==> config.mk <==
export PLATFORM = sky130hd
export DESIGN_NAME = fifo_rd_stream_flat
export DESIGN_NICKNAME = d
export VERILOG_FILES = /design/src/rtl/fifo_rd_stream_pkg.sv /design/src/rtl/fifo_rd_stream_if.sv /design/src/rtl/fifo_rd_stream_buf2.sv /design/src/rtl/fifo_rd_stream.sv /design/src/flat_wrapper.sv
export SDC_FILE = /design/constraint.sdc
export NUM_CORES = 1
export LEC_CHECK = 0
export BUFFER_PORTS_ARGS = -buffer_cell sky130_fd_sc_hd__buf_2
export CAP_MARGIN = 25
export CORE_MARGIN = 2
export CORE_UTILIZATION = 48
export CTS_CLUSTER_SIZE = 24
export DETAILED_ROUTE_END_ITERATION = 8
export GPL_ROUTABILITY_DRIVEN = 0
export GPL_TIMING_DRIVEN = 0
export PLACE_DENSITY = 0.77
export SETUP_SLACK_MARGIN = 0.1
export SLEW_MARGIN = 30
export SYNTH_ARGS = -nofsm -noshare
export SYNTH_HDL_FRONTEND = slang
export SYNTH_SLANG_ARGS = --single-unit
==> constraint.sdc <==
create_clock -name rd_clk -period 1.9 [get_ports rd_clk]
set_input_delay 0.19 -clock rd_clk [delete_from_list [all_inputs] [get_ports rd_clk]]
set_output_delay 0.19 -clock rd_clk [all_outputs]
set_load 0.02 [all_outputs]
==> src/rtl/fifo_rd_stream_pkg.sv <==
// Shared constants and types for the read-side FIFO drain.
package fifo_rd_stream_pkg;

  localparam int unsigned BITS_DEFAULT = 32;
  localparam int unsigned PKT_CNT_W    = 16;

  typedef struct packed {
    logic [BITS_DEFAULT-1:0] data;
  } stream_beat_t;

  // Beat counter width; a 1-beat packet still needs a 1-bit counter.
  function automatic int unsigned beat_cnt_w(input int unsigned pkt_len);
    return (pkt_len > 1) ? $clog2(pkt_len) : 1;
  endfunction

endpackage

==> src/rtl/fifo_rd_stream_if.sv <==
// FIFO read port plus framed output stream, seen from the drain (master) side.
interface fifo_rd_stream_if #(
  parameter int unsigned BITS = fifo_rd_stream_pkg::BITS_DEFAULT
);
  import fifo_rd_stream_pkg::*;

  logic                 rd_en;
  logic [BITS-1:0]      rd_data;
  logic                 rd_empty;
  logic                 out_valid;
  logic                 out_ready;
  logic [BITS-1:0]      out_data;
  logic                 out_last;
  logic [1:0]           out_level;
  logic [PKT_CNT_W-1:0] pkt_count;

  modport master (
    output rd_en,
    input  rd_data,
    input  rd_empty,
    output out_valid,
    input  out_ready,
    output out_data,
    output out_last,
    output out_level,
    output pkt_count
  );

  modport slave (
    input  rd_en,
    output rd_data,
    output rd_empty,
    input  out_valid,
    output out_ready,
    input  out_data,
    input  out_last,
    input  out_level,
    input  pkt_count
  );

endinterface

==> src/rtl/fifo_rd_stream_buf2.sv <==
// Two-entry register buffer; entry 0 is the head.
module fifo_rd_stream_buf2 #(
  parameter int unsigned BITS = 32
) (
  input  logic            clk,
  input  logic            rst,
  input  logic            push,
  input  logic [BITS-1:0] push_data,
  input  logic            pop,
  output logic [BITS-1:0] head_data,
  output logic [1:0]      cnt
);

  logic [BITS-1:0] e0_q, e1_q;
  logic [1:0]      cnt_q;
  logic            pop_ok;

  assign pop_ok    = pop && (cnt_q != 2'd0);
  assign head_data = e0_q;
  assign cnt       = cnt_q;

  // Shift on pop; a push together with a pop at count 1 replaces the head.
  always_ff @(posedge clk) begin
    if (rst) begin
      e0_q  <= '0;
      e1_q  <= '0;
      cnt_q <= 2'd0;
    end else begin
      case ({push, pop_ok})
        2'b10: begin
          if (cnt_q == 2'd0) e0_q <= push_data;
          else               e1_q <= push_data;
          if (cnt_q != 2'd2) cnt_q <= cnt_q + 2'd1;
        end
        2'b01: begin
          e0_q  <= e1_q;
          cnt_q <= cnt_q - 2'd1;
        end
        2'b11: begin
          if (cnt_q == 2'd1) begin
            e0_q <= push_data;
          end else begin
            e0_q <= e1_q;
            e1_q <= push_data;
          end
        end
        default: ;
      endcase
    end
  end

endmodule

==> src/rtl/fifo_rd_stream.sv <==
// Drains the async FIFO read port into a framed valid/ready stream.
module fifo_rd_stream
  import fifo_rd_stream_pkg::*;
#(
  parameter int unsigned BITS      = BITS_DEFAULT,
  parameter int unsigned PKT_LEN   = 4,
  parameter int unsigned BUF_DEPTH = 2
) (
  input logic              rd_clk,
  input logic              rd_rst,
  fifo_rd_stream_if.master bus
);

  localparam int unsigned    BeatW    = beat_cnt_w(PKT_LEN);
  localparam logic [BeatW-1:0] LastBeat = BeatW'(PKT_LEN - 1);
  localparam logic [2:0]     BufMax   = 3'(BUF_DEPTH);

  logic                 rd_en, rd_empty;
  logic [BITS-1:0]      rd_data, out_data;
  logic                 out_valid, out_ready, out_last, pop;
  logic                 inflight_q;
  logic [1:0]           buf_cnt;
  logic [2:0]           occ, occ_after;
  logic [BeatW-1:0]     beat_cnt_q;
  logic [PKT_CNT_W-1:0] pkt_count_q;

  assign rd_empty  = bus.rd_empty;
  assign rd_data   = bus.rd_data;
  assign out_ready = bus.out_ready;

  // Credit check counts the read already in flight and frees a slot on a same-cycle pop.
  always_comb begin
    pop       = out_valid && out_ready;
    occ       = {1'b0, buf_cnt} + {2'b0, inflight_q};
    occ_after = occ - {2'b0, pop};
    rd_en     = !rd_rst && !rd_empty && (occ_after < BufMax);
    out_valid = (buf_cnt != 2'd0);
    out_last  = out_valid && (beat_cnt_q == LastBeat);
  end

  fifo_rd_stream_buf2 #(
    .BITS (BITS)
  ) u_buf (
    .clk       (rd_clk),
    .rst       (rd_rst),
    .push      (inflight_q),
    .push_data (rd_data),
    .pop       (pop),
    .head_data (out_data),
    .cnt       (buf_cnt)
  );

  // Read-latency tracker, beat framing and packet counter.
  always_ff @(posedge rd_clk) begin
    if (rd_rst) begin
      inflight_q  <= 1'b0;
      beat_cnt_q  <= '0;
      pkt_count_q <= '0;
    end else begin
      inflight_q <= rd_en;
      if (pop) begin
        beat_cnt_q <= (beat_cnt_q == LastBeat) ? '0 : beat_cnt_q + BeatW'(1);
        if (out_last) pkt_count_q <= pkt_count_q + PKT_CNT_W'(1);
      end
    end
  end

  assign bus.rd_en     = rd_en;
  assign bus.out_valid = out_valid;
  assign bus.out_data  = out_data;
  assign bus.out_last  = out_last;
  assign bus.out_level = (occ > 3'd2) ? 2'd2 : occ[1:0];
  assign bus.pkt_count = pkt_count_q;

endmodule

==> src/flat_wrapper.sv <==
// flat-port wrapper written by rule: the top's interface ports become plain ports
module fifo_rd_stream_flat import fifo_rd_stream_pkg::*;
#(
  parameter int unsigned BITS      = BITS_DEFAULT,
  parameter int unsigned PKT_LEN   = 4,
  parameter int unsigned BUF_DEPTH = 2
)
  (rd_clk, rd_rst, bus_rd_en, bus_rd_data, bus_rd_empty, bus_out_valid, bus_out_ready, bus_out_data, bus_out_last, bus_out_level, bus_pkt_count);
  fifo_rd_stream_if #(.BITS(BITS)) bus_i ();
  input logic rd_clk;
  input logic rd_rst;
  output wire logic [$bits(bus_i.rd_en)-1:0] bus_rd_en;
  input wire logic [$bits(bus_i.rd_data)-1:0] bus_rd_data;
  input wire logic [$bits(bus_i.rd_empty)-1:0] bus_rd_empty;
  output wire logic [$bits(bus_i.out_valid)-1:0] bus_out_valid;
  input wire logic [$bits(bus_i.out_ready)-1:0] bus_out_ready;
  output wire logic [$bits(bus_i.out_data)-1:0] bus_out_data;
  output wire logic [$bits(bus_i.out_last)-1:0] bus_out_last;
  output wire logic [$bits(bus_i.out_level)-1:0] bus_out_level;
  output wire logic [$bits(bus_i.pkt_count)-1:0] bus_pkt_count;
  assign bus_rd_en = bus_i.rd_en;
  assign bus_i.rd_data = bus_rd_data;
  assign bus_i.rd_empty = bus_rd_empty;
  assign bus_out_valid = bus_i.out_valid;
  assign bus_i.out_ready = bus_out_ready;
  assign bus_out_data = bus_i.out_data;
  assign bus_out_last = bus_i.out_last;
  assign bus_out_level = bus_i.out_level;
  assign bus_pkt_count = bus_i.pkt_count;
  fifo_rd_stream #(.BITS(BITS), .PKT_LEN(PKT_LEN), .BUF_DEPTH(BUF_DEPTH)) u_core (.rd_clk(rd_clk), .rd_rst(rd_rst), .bus(bus_i));
endmodule
# Yosys cells after proc, flatten, opt, wreduce, memory -nomap -nowiden

Index checks and enable logic that the tools add are counted.

Register bits after elaboration: 85
Latch bits: 0
Memory bits (writable): 0
Memory bits (read-only): 0
Bits of input ports: 36
Output and inout bits: 53
Logic and storage cells: 50
Memories: 0

Add/sub/neg operators: 6
Multipliers: 0
Divide/modulo/power cells: 0
Magnitude comparators: 2
Equality and inequality tests: 10
Shift operators: 0
Multiplexer cells: 10
Bitwise logic cells: 0
Reduce and logical (&&, ||, !) cells: 16

Operators with widths:

| cell                                                           | number |
|---|---|
| two-way mux 32 bit                                             | 4 |
| case mux 32 bit (3 select lines)                               | 1 |
| case mux 32 bit (2 select lines)                               | 1 |
| adder 16 x 1 -> 16 bit (second input constant)                 | 1 |
| != test 2 bit (second input constant)                          | 5 |
| == test 2 bit (second input constant)                          | 3 |
| two-way mux 2 bit                                              | 3 |
| AND reduction 2 bit                                            | 3 |
| nonzero test 2 bit                                             | 3 |
| logical AND 1 bit                                              | 5 |
| adder 2 x 1 -> 2 bit (second input constant)                   | 2 |
| == test 2 x 1 -> 1 bit (second input constant)                 | 2 |
| case mux 2 bit (2 select lines)                                | 1 |
| adder 2 x 1 -> 3 bit                                           | 1 |
| greater-than comparator 3 x 2 -> 1 bit (second input constant) | 1 |
| < comparator 3 x 2 -> 1 bit (second input constant)            | 1 |
| AND reduction 3 bit                                            | 1 |
| nonzero test 3 bit                                             | 1 |
| subtractor 3 x 1 -> 3 bit                                      | 1 |
| logical NOT 1 bit                                              | 2 |
| logical NOT 2 bit                                              | 1 |
| subtractor 2 x 1 -> 2 bit (second input constant)              | 1 |

# Longest topological paths before layout

Gate-level depths: netlist of run 1.

Depth after elaboration: 6
Mapped depth: 8

# By module

A second synthesis of run 1 with hierarchy kept.

Cell total of the unflattened synthesis: 451
Area, all modules: 3658.5 sq um

By module, submodules not included:

| module              | instances | cells each | area each (sq um) | sequential area each (sq um) |
|---|---|---|---|---|
| fifo_rd_stream_buf2 | 1         | 342        | 2698.8            | 1321.3 |
| fifo_rd_stream      | 1         | 109        | 959.7             | 380.4 |

# Worst setup path before layout of run 1

Ideal clock, no wire load.

Kind: reg2out
Start: register u_core.u_buf.cnt_q[1], in the netlist u_core.u_buf.cnt[1]
End: output bus_rd_en
Arrival time: 2231 ps
Slack: -521 ps
Stages on the path, launching flop included: 9
Cells stage by stage: dfxtp_1 -> inv_1 -> ha_1 -> nand2b_1 -> buf_1 -> nor2_1 -> ha_1 -> xor2_1 -> nor4b_1

Longest elaborated chain between the ends: 5
Elaborated cells between the ends (all ways): 6
Those cells by class: 2 x add/sub; 1 x order compare; 3 x reduce/logical

Ends and longest elaborated chain:

| element                                                                      | RTL line                  | text |
|---|---|---|
| start, declared                                                              | fifo_rd_stream_buf2.sv:15 | `logic [1:0] cnt_q;` |
| start signal, assigned                                                       | fifo_rd_stream_buf2.sv:33 | `if (cnt_q != 2'd2) cnt_q <= cnt_q + 2'd1;` |
| start signal, assigned                                                       | fifo_rd_stream_buf2.sv:37 | `cnt_q <= cnt_q - 2'd1;` |
| parallel branches: the longest is 2 deep, another holds adder 2 x 1 -> 3 bit | n/a                       |  |
| subtractor 3 x 1 -> 3 bit (*)                                                | fifo_rd_stream.sv:35      | `occ_after = occ - {2'b0, pop};` |
| < comparator 3 x 2 -> 1 bit (*)                                              | fifo_rd_stream.sv:36      | `rd_en = !rd_rst && !rd_empty && (occ_after < BufMax);` |
| logical AND 1 bit (*)                                                        | fifo_rd_stream.sv:36      |  |
| end, declared                                                                | flat_wrapper.sv:12        | `output wire logic [$bits(bus_i.rd_en)-1:0] bus_rd_en;` |

Mark *: on every way between the ends.

# Final worst setup path of run 1

Start: register u_core.u_buf.cnt_q[0], in the netlist u_core.u_buf.cnt[0]
End: output bus_rd_en

Same word-level chain as after synthesis.

==> results of run 1 <==
## cell usage in the layout, fill, tap and decap left out, types with 3 or more instances in the layout
master and instances:
a211oi_1 30, a211oi_2 4, a21oi_1 40, and2_1 4, buf_2 86, buf_4 19
buf_6 3, clkbuf_1 10, clkbuf_2 7, clkbuf_8 10, clkinv_2 3, dfxtp_1 82
dfxtp_4 3, ha_1 4, ha_4 4, inv_1 3, mux2i_1 34, nand2_1 75
nand3_1 7, nand4_1 4, nor2_1 47, nor2b_1 3, nor3_1 4, o21ai_0 5
or3_1 4, xnor2_1 7
## sequential cells by signal, indices dropped and copies added, names as in the netlist
| register | cells |
|---|---|
| u_core.bus.pkt_count | 16 |
| u_core.inflight_q | 1 |
| u_core.beat_cnt_q | 2 |
| u_core.u_buf.cnt | 2 |
| u_core.u_buf.head_data | 32 |
| u_core.u_buf.e1_q | 32 |
## worst paths after layout
path,to,depth (start not counted)
setup / recovery,bus_rd_en,8
hold / removal,u_core.inflight_q$_SDFF_PP0_,2
setup reg to reg,u_core.bus.pkt_count[15]$_SDFFE_PP0P_,7
hold reg to reg,u_core.u_buf.e1_q[24]$_SDFFE_PP0P_,2
## report_power, final
part	total (mW)	switching, mW	internal, mW
clock	1.29	0.648	0.641
sequential	2.51	0.259	2.25
combinational	3.48	2.02	1.46
total	7.28	2.93	4.35
## critical path, stage by stage (launching register included)
cell,delay (ns)
dfxtp_4,0.39
ha_4,0.14
inv_2,0.04
ha_4,0.25
inv_2,0.04
ha_4,0.16
xor2_4,0.16
nor4b_4,0.20
buf_4,0.17
## per-layer routing
| layer | up-vias | GRT usage (%) | share of wire [%] | wire (um) |
|---|---|---|---|---|
| li1 | 1664 | - | - | - |
| met1 | 1557 | 26.4 | 43 | 3820 |
| met2 | 75 | 38.5 | 51 | 4590 |
| met3 | 13 | 6.84 | 4.9 | 436 |
| met4 | 0 | 5.93 | 1.3 | 121 |
| met5 | - | 0 | 0 | 0 |
## timing repair
| action | in CTS | in global routing |
|---|---|---|
| gates resized for setup | 28 | 30 |
| setup endpoints to repair | 63 | 67 |
| setup buffers | 7 | 8 |
| pin swaps | 5 | 5 |
## cells by family after synthesis
| group | Yosys count | synth area share (%) |
|---|---|---|
| adders and majority gates | 9 | 3.11 |
| AOI/OAI and AO/OA | 80 | 13.4 |
| muxes | 35 | 9.72 |
| and+or+nand+nor | 165 | 20.3 |
| DFF | 85 | 47.0 |
| xor gates and xnor gates | 11 | 2.66 |
| buffers and inverters | 34 | 3.73 |
## cell type report
cell class / count / area share [%]
buffer: 27 / 3.44
clock buffer: 10 / 2.91
clock inverter: 6 / 1.30
inverter: 7 / 0.662
multi-input combinational: 300 / 41.2
sequential: 85 / 36.2
tap: 99 / 2.62
timing repair buffer: 101 / 11.6
==> out/summary.txt, run 1 <==
Post-route setup slack: -0.196 ns
Final setup fails: 2
Longest Clk Path Bufs: 2
Failing checks: negative setup slack
Root Buffer: clkbuf_8
# IOs: 89
Number of synthesized flops with an enable pin: 0
Lkg Pwr: 2.11 nW
Cells after Synth: 419
MaxCap Viol Count: 0
Initial Utilization: 49.6%
Worst hold path class: input port to register
Post-synth top area share: 47.0%
Hold_ws: 0.0350 ns
Critical R2R Launch: u_core.u_buf.cnt[0]$_SDFFE_PP0P_
Antenna Nets Post-Route: 0
Sequential share of the synthesized area: 47.0%
Reg area: 1710 sq um
Cell area after layout: 4730 sq um
VDD IR max: 0.000991 V
Share of layout cells above drive strength 1: 30.6%
Vias in the first global route: 3122
TritonCTS buffer count: 9
CP max FO: 3
Post-Route WL: 8970 um
Post-DP Area: 4240 sq um
Pin count of the biggest net entering global routing: 15
Top cells by count, synth: dfxtp_1 (85), nand2_1 (76), nor2_1 (48), a21oi_1 (40)
Startpoint types: register
Post-Syn Area per Cell: 8.64 sq um
Antenna violations before repair: 0
Worst Hold Launch: bus_rd_empty
Row cnt: 31
Critical path arrival: 1.91 ns
N_diodes: 0
DR pass1 iterations: 6
Total number of vias: 3309
Clock Sinks: 85
Unique cell type count in the Yosys netlist: 32
Die ar.: 8250 sq um
Final hold violation count: 0
Synth Register Bits: 85
Mean number of vias per cell: 5.21
Yosys warns: 0
Crit Path Category: register to output pin
Worst endpoint required time: 1.71 ns
Slew Limit Fails: 0
Final net count: 576
Area occupied by multi-input gates: 1950 sq um
Synth top area cells: dfxtp_1 (47%), mux2i_1 (9.4%), nand2_1 (7.9%)
Synthesis-to-layout area growth: 30.6%
# DRC: 0
Tcrit/Tclk final: 110%
Iteration-0 DRC count of the detailed router: 117
Clk_skew: 0.0126 ns
Flop-to-flop setup slack: -0.04 ns
Least-Margin Pin Slew: 0.573 ns
Syn Nets: 464
Fillers: 662
Clock latency on the worst-skew pair: 0.36 ns
Detailed placement HPWL: 6240 um
Minimum clock period: 2.10 ns
Share of synthesized registers carrying an async set or reset: 0%
TritonCTS clock tree: yes
TNS Setup: -0.231 ns
Worst Setup SP: u_core.u_buf.cnt[0]$_SDFFE_PP0P_
Die width: 90.8 um
CTS H-tree depth: 3
Port bufs: 87
Total Routing Usage GR: 22.1%
Power Density: 1540 nW/um^2
Placed cell count: 605
Cts hold-fix bufs: 0
RSZ-0062 raised after global routing: yes
Fmax: 477 MHz
First-pass GRT wire length: 14700 um
Die Y: 90.8 um
CORE AREA: 7290 sq um
Outcome: finished with violations
Leading area contributor after synthesis: dfxtp_1
Layout Utilization: 64.8%
Pwr Total: 7.28 mW
Synthesized area: 3620 sq um
Clock slew at reported path FFs: 0.08 ns
Most frequent cell after synthesis: dfxtp_1
Non-filler cells, final: 635
Top FF cell, synth: dfxtp_1
Slew margin rel.: 61.8%
Dpl ws: -0.157 ns
DR WL/cell: 14.1 um
Critical Path End Type: output pin
Grt total ovfl: 0
No activity file was read; power rests on OpenSTA's default activity.
==> run 2: changes to the inputs <==
ABC_AREA = 1   (was default)
==> run 2 against run 1 <==
  * The flow still finishes with violations (negative setup slack)
  * Clock skew decreased by 0.00092 ns
  * Total power decreased by 9.5%
  * Flip-flop and latch count did not move
  * Non-clock buffer count fell by 11
  * Routed wire length rose by 3.5%
  * Clock power decreased by 8%
  * Hold slack worse by 0.022 ns
  * Fmax increased by 3.1%
  * Die area is 2.2% higher
  * Synthesized cell count is 18% higher
  * Combinational power decreased by 17%
==> out/summary.txt, run 2 <==
Most common cell after layout, fill and taps aside: buf_2 (unchanged)
Final net count: 640 (was 576)
Fillers: 689 (was 662)
Flop-to-flop setup slack: 0.25 ns (was -0.04 ns)
CP max FO: 4 (was 3)
Synthesis-to-layout area growth: 24.0% (was 30.6%)
Unique cell type count in the Yosys netlist: 30 (was 32)
Slew Limit Fails: 0 (unchanged)
Clock slew at reported path FFs: 0.08 ns (about the same)
Area occupied by multi-input gates: 1720 sq um (was 1950 sq um)
DR WL/cell: 13.2 um (was 14.1 um)
Failing checks: negative setup slack (unchanged)
Reg-to-reg endpoint: u_core.u_buf.e1_q[11]$_SDFFE_PP0P_ (was u_core.bus.pkt_count[15]$_SDFFE_PP0P_)
Share of synthesized registers carrying an async set or reset: 0% (unchanged)
Port bufs: 88 (was 87)
Vias in the first global route: 3454 (was 3122)
CP max stage delay: 0.39 ns (about the same)
Post-Synth XOR/XNOR Area: 0.236% (was 2.66%)
Stages on worst setup path: 8 (unchanged)
Critical Path End Type: output pin (unchanged)
Lkg Pwr: 2.18 nW (was 2.11 nW)
Layout Utilization: 60.4% (was 64.8%)
Yosys warns: 0 (unchanged)
Worst hold path class: input port to register (unchanged)
Clock latency on the worst-skew pair: 0.36 ns (about the same)
TNS Setup: -0.265 ns (was -0.231 ns)
Share of layout cells above drive strength 1: 24.5% (was 30.6%)
Mean number of vias per cell: 5.18 (was 5.21)
Commonest non-fill, non-tap cells in the layout: buf_2 (94), dfxtp_1 (82), o21ai_0 (78) (was buf_2 (86), dfxtp_1 (82), nand2_1 (75))
Least-Margin Pin Slew: 0.442 ns (was 0.573 ns)
TritonCTS buffer count: 9 (unchanged)
Worst path cell trace: ha_4 > inv_2 > ha_4 > inv_4 > ha_4 > nand2_2 > nor3_2 > buf_4 (was ha_4 > inv_2 > ha_4 > inv_2 > ha_4 > xor2_4 > nor4b_4 > buf_4)
Crit Path Category: register to output pin (unchanged)
Initial Utilization: 48.7% (was 49.6%)
Reg area: 1710 sq um (unchanged)
Antenna violations before repair: 0 (unchanged)
# IOs: 89 (unchanged)
Worst hold path depth: 2 (unchanged)
Cts hold-fix bufs: 0 (unchanged)
Dpl ws: 0.0462 ns (was -0.157 ns)
Row cnt: 32 (was 31)
Die width: 91.8 um (was 90.8 um)
Power Density: 1430 nW/um^2 (was 1540 nW/um^2)
Total Routing Usage GR: 22.9% (was 22.1%)
Synthesized area: 3700 sq um (was 3620 sq um)
Clock Sinks: 85 (unchanged)
Delay-heaviest family, CP: adder cells (unchanged)
Synth top area cells: dfxtp_1 (46%), o21ai_0 (11%), a21oi_1 (10%) (was dfxtp_1 (47%), mux2i_1 (9.4%), nand2_1 (7.9%))
CORE AREA: 7610 sq um (was 7290 sq um)
Worst Hold Launch: bus_rd_empty (unchanged)
Sequential share of the synthesized area: 45.9% (was 47.0%)
Longest Clk Path Bufs: 2 (unchanged)
N_diodes: 0 (unchanged)
Final setup fails: 3 (was 2)
Iteration-0 DRC count of the detailed router: 184 (was 117)
Post-route setup slack: -0.132 ns (was -0.196 ns)
Synth Area in Adders: 3.04% (was 3.11%)
Final hold violation count: 0 (unchanged)
Leading area contributor after synthesis: dfxtp_1 (unchanged)
Number of synthesized flops with an enable pin: 0 (unchanged)
Tcrit/Tclk final: 107% (was 110%)
First-pass GRT wire length: 15800 um (was 14700 um)
Post-synth top area share: 45.9% (was 47.0%)
Critical R2R Launch: u_core.u_buf.cnt[0]$_SDFFE_PP0P_ (unchanged)
Hold Path End: u_core.inflight_q$_SDFF_PP0_ (unchanged)
MaxCap Viol Count: 0 (unchanged)
Pwr Total: 6.59 mW (was 7.28 mW)
Outcome: finished with violations (unchanged)
Startpoint types: register (unchanged)
Compound-gate portion of the synthesized area: 25.9% (was 13.4%)
Most frequent cell after synthesis: dfxtp_1 (unchanged)
Grt total ovfl: 0 (unchanged)
Largest family of logic cells by synthesized area: compound AO/OA/AOI/OAI gates (was simple AND/OR/NAND/NOR gates)
Antenna Nets Post-Route: 0 (unchanged)
Mux cell area share after synthesis: 0% (was 9.72%)
Worst Path Buf+Inv: 3 (unchanged)
VDD IR max: 0.000855 V (was 0.000991 V)
Total number of vias: 3639 (was 3309)
# DRC: 0 (unchanged)
Synth Register Bits: 85 (unchanged)
Critical path arrival: 1.84 ns (was 1.91 ns)
Worst endpoint required time: 1.71 ns (about the same)
Post-Route WL: 9280 um (was 8970 um)
Top FF cell, synth: dfxtp_1 (unchanged)
Clk_skew: 0.0117 ns (was 0.0126 ns)
DR pass1 iterations: 5 (was 6)
Slew margin rel.: 70.5% (was 61.8%)
Pin count of the biggest net entering global routing: 17 (was 15)
Hold_ws: 0.0134 ns (was 0.0350 ns)
TritonCTS clock tree: yes (unchanged)
Synth Area in Simple Gates: 14.8% (was 20.3%)
RSZ-0062 raised after global routing: yes (unchanged)
Detailed placement HPWL: 6740 um (was 6240 um)
Syn Nets: 538 (was 464)
Post-Syn Area per Cell: 7.51 sq um (was 8.64 sq um)
Cells after Synth: 493 (was 419)
Fmax: 492 MHz (was 477 MHz)
CTS H-tree depth: 3 (unchanged)
Minimum clock period: 2.03 ns (was 2.10 ns)
Die ar.: 8430 sq um (was 8250 sq um)
Reg2Reg Depth: 7 (unchanged)
Slowest cell on crit path: dfxtp_4 (unchanged)
Die Y: 91.8 um (was 90.8 um)
CP most frequent cell: ha_4 (unchanged)
Top cells by count, synth: dfxtp_1 (85), o21ai_0 (78), a21oi_1 (74), nand2_1 (72), inv_1 (55) (was dfxtp_1 (85), nand2_1 (76), nor2_1 (48), a21oi_1 (40))
Root Buffer: clkbuf_8 (unchanged)
-- run 2: cell count changes in the layout (fill, tap and decap cells not counted), moves of 23 or more --
| cell | change |
|---|---|
| o21ai_0 | +73 |
| a211oi_1 | -30 |
| nor2_1 | -23 |
| o21ai_1 | +29 |
| mux2i_1 | -34 |
| a21oi_1 | +34 |
| inv_1 | +48 |
-- run 2: layout make-up --
type,instances,area share (%)
plain buffers,26,3.08
clock buffers,9,2.70
clock inverters,7,1.36
inverters,60,5.12
multi-input cells,322,37.5
flip-flops and latches,85,37.3
well taps,102,2.78
repair buffers,91,10.1
-- run 2: cell families after synthesis --
logic type / count (synthesis)
xor gates and xnor gates: 1
buffers and inverters: 86
DFF: 85
AOI/OAI and AO/OA: 187
adders and majority gates: 9
and+or+nand+nor: 125
-- run 2: power breakdown --
part           internal, mW  switching (mW)  total, mW
Clock                 0.492           0.700       1.19
Sequential             2.26           0.247       2.50
Combinational          1.03            1.86       2.89
-- run 2: routing by layer --
layer	part of all wire [%]	vias up	track usage, %
met1	45	1682	29.0
met3	6.0	11	4.11
li1	-	1842	-
met5	0	-	0
met4	1.3	0	6.47
met2	48	104	40.0
-- run 2: through the flow --
step                cell area, sq um  instances
CTS                             4580        702
global route                    4590        702
finish                          4590        702
detailed placement              4280        683
global placement                4280        683
floorplan                       3710        493
-- run 2: worst register-to-register path: stages, from the launching register on --
cell and delay (ns):
dfxtp_4 0.38, buf_4 0.14, ha_1 0.20, nand2_1 0.07, nand3_1 0.08, inv_2 0.15, clkbuf_1 0.39, a21oi_1 0.14
-- run 2: timing repair --
action	in CTS	in global routing
buffers inserted	3	0
pin swaps	4	1
hold endpoints to repair	0	0
gates resized for setup	22	5
setup endpoints to repair	6	3
-- run 2: worst max path at each step --
stage,start,end
floorplan,u_core.inflight_q$_SDFF_PP0_,bus_rd_en
global placement,u_core.u_buf.cnt[0]$_SDFFE_PP0P_,bus_rd_en
detailed placement,u_core.inflight_q$_SDFF_PP0_,bus_rd_en
CTS,u_core.u_buf.cnt[0]$_SDFFE_PP0P_,bus_rd_en
global route,u_core.u_buf.cnt[0]$_SDFFE_PP0P_,bus_rd_en
finish,u_core.u_buf.cnt[0]$_SDFFE_PP0P_,bus_rd_en
